[src/rtl/fetch_stage.sv]
// LC-3b instruction-fetch stage: owns the PC, issues imem reads, and buffers one
// fetched word (with its PC+2) for the IF/ID register; absorbs stalls and redirects.
module fetch_stage #(
  parameter logic [15:0] RESET_PC = 16'h0000
) (
  input  logic        clk,
  input  logic        reset,
  output logic        imem_read,
  output logic [15:0] imem_address,
  input  logic        imem_resp,
  input  logic [15:0] imem_rdata,
  input  logic        stall_in,
  input  logic        redirect,
  input  logic [15:0] redirect_pc,
  output logic        load_if_id,
  output logic [15:0] pc_IF_out,
  output logic [15:0] ir_out,
  output logic        valid_out
);

  typedef enum logic [1:0] {IDLE, FETCH, SQUASH} state_t;

  localparam logic [15:0] RESET_PC_EVEN = RESET_PC & 16'hFFFE;

  state_t      state, state_next;
  logic [15:0] pc, pc_next;
  logic [15:0] pending_pc, pending_next;
  logic [15:0] ir_next, pc_if_next;
  logic        valid_next;
  logic [15:0] redirect_target;
  logic [15:0] pc_plus2;
  logic        buffer_free;

  assign redirect_target = redirect_pc & 16'hFFFE;
  assign pc_plus2        = 16'(pc + 16'd2);
  assign imem_address    = pc;
  assign imem_read       = ((state == FETCH) || (state == SQUASH)) && !reset;
  assign load_if_id      = valid_out & ~stall_in & ~redirect;
  assign buffer_free     = ~valid_out | load_if_id;

  // Next-state, PC and buffer update; a squash keeps the old request alive until it retires.
  always_comb begin
    state_next   = state;
    pc_next      = pc;
    pending_next = pending_pc;
    valid_next   = valid_out & ~load_if_id;
    ir_next      = ir_out;
    pc_if_next   = pc_IF_out;
    case (state)
      IDLE: begin
        if (redirect) begin
          pc_next    = redirect_target;
          valid_next = 1'b0;
        end else if (buffer_free) begin
          state_next = FETCH;
        end
      end
      FETCH: begin
        if (imem_resp) begin
          state_next = IDLE;
          if (redirect) begin
            pc_next    = redirect_target;
            valid_next = 1'b0;
          end else begin
            ir_next    = imem_rdata;
            pc_if_next = pc_plus2;
            valid_next = 1'b1;
            pc_next    = pc_plus2;
          end
        end else if (redirect) begin
          pending_next = redirect_target;
          valid_next   = 1'b0;
          state_next   = SQUASH;
        end
      end
      SQUASH: begin
        if (redirect) begin
          pending_next = redirect_target;
          valid_next   = 1'b0;
        end
        if (imem_resp) begin
          pc_next    = redirect ? redirect_target : pending_pc;
          state_next = IDLE;
        end
      end
      default: state_next = IDLE;
    endcase
  end

  always_ff @(posedge clk or posedge reset) begin
    if (reset) begin
      state      <= IDLE;
      pc         <= RESET_PC_EVEN;
      pending_pc <= 16'h0000;
      valid_out  <= 1'b0;
      ir_out     <= 16'h0000;
      pc_IF_out  <= 16'h0000;
    end else begin
      state      <= state_next;
      pc         <= pc_next;
      pending_pc <= pending_next;
      valid_out  <= valid_next;
      ir_out     <= ir_next;
      pc_IF_out  <= pc_if_next;
    end
  end

endmodule

[config.mk]
export PLATFORM = sky130hd
export DESIGN_NAME = fetch_stage
export DESIGN_NICKNAME = d
export VERILOG_FILES = /design/src/rtl/fetch_stage.sv
export SDC_FILE = /design/constraint.sdc
export NUM_CORES = 1
export LEC_CHECK = 0
export BUFFER_PORTS_ARGS = -buffer_cell sky130_fd_sc_hd__clkbuf_2
export CORE_MARGIN = 10
export CORE_UTILIZATION = 40
export DETAILED_ROUTE_END_ITERATION = 16
export GPL_TIMING_DRIVEN = 0
export PLACE_DENSITY = 0.73
export SYNTH_ARGS = -nofsm -noshare
export SYNTH_HDL_FRONTEND = slang
export SYNTH_SLANG_ARGS = --single-unit
[constraint.sdc]
create_clock -name clk -period 6.25 [get_ports clk]
set_clock_uncertainty 0.15 [all_clocks]
set_input_delay 1.25 -clock clk [delete_from_list [all_inputs] [get_ports clk]]
set_output_delay 1.25 -clock clk [all_outputs]
set_load 0.01 [all_outputs]
==> impl_metrics.tcl <==
set metrics [dict create \
    status "complete, no violations" \
    dr.pass1.iters 4 \
    n_antenna_cell 0 \
    ys_seq_area_frac 0.471 \
    syn_inst 337 \
    synth_area_per_cell_um2 10.6 \
    synth_area_leaders "dfrtp_1, mux2_2, o21ai_0" \
    clkSinkCount 67 \
    path_class "in -> out" \
    gp_congestion 0.820 \
    cts_setup_buffers 0 \
    rsz0062_at_grt "false" \
    worstPathArrival_ns 2.29 \
    num_vias 2946 \
    path_cells "clkbuf_2 -> buf_2 -> clkbuf_1 -> nor3b_1 -> clkbuf_2" \
    worstMarginPinSlew_ns 0.866 \
    cp-start-kind "primary input" \
    grt_max_degree 68 \
    dieArea_mm2 0.0131 \
    synth_seq_cells 67 \
    ir_drop_mv 0.172 \
    insertion_delay_ns 0.35 \
    reg2reg_from "state[1]" \
    fin_util 0.499 \
    fin_crit_sh 0.590 \
    cpLargestDelayFamily "buffers and inverters" \
    portBuffers 86 \
    yosysTopAreaCell "dfrtp_1" \
    end_kind "output port" \
    drt-initial-drc-count 202 \
    crit_path_start "redirect" \
    slowest_delay_ns 0.38 \
    fillers 813 \
    period_minus_slack_ns 3.69 \
    hpwl_um 7460 \
    dp.cells 531 \
    maxCapViolCount 0 \
    setup-tns-final_ns 0 \
    fp.dieW_um 114 \
    root_buffer "clkbuf_8" \
    ant_nets 0 \
    grt.overflow.total 0 \
    synth-async-reset-ratio 1.00 \
    drv_slew 0 \
    syn-num-nets 379 \
    min_from "pc_IF_out[9]" \
    cpMostUsedCell "clkbuf_2" \
    vias_per_cell 5.39 \
    yosys.cell_types.count 43 \
    setup_violations 0 \
    nets 476 \
    path_buf_inv 4 \
    syn_to_final_growth_pct 21.7 \
    hold_viol_final 0 \
    cts_buffer_depth 2 \
    rows 34 \
    drive_gt1_frac 0.358 \
    ctsHoldBuffers 0 \
    cts_max_level 3 \
    slowest_stage "clkbuf_1" \
    power.density_mw_per_mm2 533 \
    final_area_mm2 0.00433 \
    cts_tree "built" \
    cts_resized 0 \
    pre_cts_ws_ns 2.57 \
    max_slew_margin 0.418 \
    cp_max_fo 10 \
    drc 0 \
    multi_input_area_mm2 0.00174 \
    initial_core_util 0.410 \
    crit_required_ns 4.85 \
    gr-usage-all-layers 0.149 \
    synth_edf_count 0 \
    routed_wl_um 9680 \
    grt_pass1_wl_um 15600 \
    cts_inserted_buffers 9 \
    die_h_um 114 \
    routedWlPerCell_um 17.7 \
    ys.flop_type "dfrtp_1" \
    place_area_mm2 0.00413 \
    clk_pin_slew_ns 0.06 \
    hold_class "reg -> reg" \
    fin_ws_ns 2.56 \
    first_global_vias 3063 \
    leakagePower_nw 2.00 \
    syn_area_mm2 0.00356 \
    ff_latch_area_mm2 0.00168 \
    synth_top_cell_area_share 0.471 \
    coreArea_mm2 0.00868 \
    ios 88 \
    antenna_found_initial 0 \
    clock.fmax_mhz 271 \
    fin_cells 547 \
    yosys_warnings 0 \
]
==> cells by family after synthesis <==
logic type	count (synthesis)	synth area share
simple gates	89	0.123
compound gates	83	0.167
flops	67	0.471
mux	47	0.148
buf+inv	33	0.0411
xor+xnor	13	0.0320
fa+ha+maj	5	0.0176
==> worst paths after layout <==
check                                 endpoint  slack [ns]  cells after the start
min in group asynchronous       pending_pc[10]        0.90                      2
worst min register to register    pc_IF_out[9]        0.33                      2
worst max register to register      ir_out[15]        3.75                      7
max in group asynchronous         pc_IF_out[9]        4.47                      2
worst max-delay path                load_if_id        2.56                      5
worst min-delay path              pc_IF_out[9]        0.33                      2
==> cells in the final DEF, fill, tap and decap left out, types with 2 or more instances in the layout <==
master,Yosys,routed
and2_1,3,3
inv_1,10,9
clkbuf_8,0,9
nor3_1,5,5
ha_1,5,5
clkbuf_2,0,86
xor2_1,2,2
o211ai_2,2,2
o32ai_1,4,4
buf_2,9,9
nand3_1,4,4
dfrtp_1,67,67
and3_1,3,3
o31ai_1,8,8
o211ai_1,2,2
nand4_1,5,5
bufinv_16,0,2
a2bb2oi_1,2,2
o31a_1,4,4
or3_1,5,5
a21oi_1,10,10
a22o_1,5,5
o2bb2ai_1,2,2
nand3b_1,2,2
a221oi_1,9,9
a21o_1,3,3
o21ai_0,24,24
and4_1,3,3
nand2_1,23,23
mux2_2,45,45
nor2b_1,2,2
clkbuf_1,12,17
nand2b_1,3,3
nor2_1,28,28
xnor2_1,11,11
a221o_1,4,4
mux2i_1,2,2
==> report_power, final <==
group	switching, mW	internal, mW
clock	0.159	0.226
sequential	0.159	0.643
combinational	0.610	0.511
==> registers in the layout (all words and copies together) (netlist names) <==
| name | flops |
|---|---|
| pending_pc | 16 |
| ir_out | 16 |
| state | 2 |
| pc_IF_out | 16 |
| valid_out | 1 |
| imem_address | 16 |
==> area by class of cell <==
class                      instances  share of cell area
multi-input combinational        237               0.401
sequential                        67               0.387
tap                              108              0.0312
clock buffer                      14              0.0329
clock inverter                     2              0.0139
buffer                            23              0.0251
timing repair buffer              86              0.0994
inverter                          10             0.00925
==> through the flow <==
step / power (mW) / hold WS (ns)
2_1_floorplan: 1.54 / 0.304
6_report: 2.31 / 0.335
4_1_cts: 2.32 / 0.341
5_1_grt: 2.48 / 0.369
3_3_place_gp: 1.88 / 0.313
3_5_place_dp: 1.93 / 0.326
==> synthesized netlist by cell type (3+ instances only) <==
master / count
a21o_1: 3
a21oi_1: 10
a221o_1: 4
a221oi_1: 9
a22o_1: 5
and2_1: 3
and3_1: 3
and4_1: 3
buf_2: 9
clkbuf_1: 12
dfrtp_1: 67
ha_1: 5
inv_1: 10
mux2_2: 45
nand2_1: 23
nand2b_1: 3
nand3_1: 4
nand4_1: 5
nor2_1: 28
nor3_1: 5
o21ai_0: 24
o31a_1: 4
o31ai_1: 8
o32ai_1: 4
or3_1: 5
xnor2_1: 11
==> worst reg2reg max path, cell delays in order, from the launching register on <==
cell      delay, ns
dfrtp_1        0.39
inv_1          0.08
ha_1           0.22
nor2b_1        0.21
nand2_1        0.11
clkbuf_1       0.44
clkbuf_1       0.41
mux2_2         0.38
==> per-layer routing <==
layer,track usage,share of wire,up-vias
met4,0.0710,0.020,0
met1,0.172,0.42,1431
li1,-,-,1430
met3,0.0419,0.058,13
met5,0,0,-
met2,0.250,0.50,72
(Power assumes the default switching activity.)
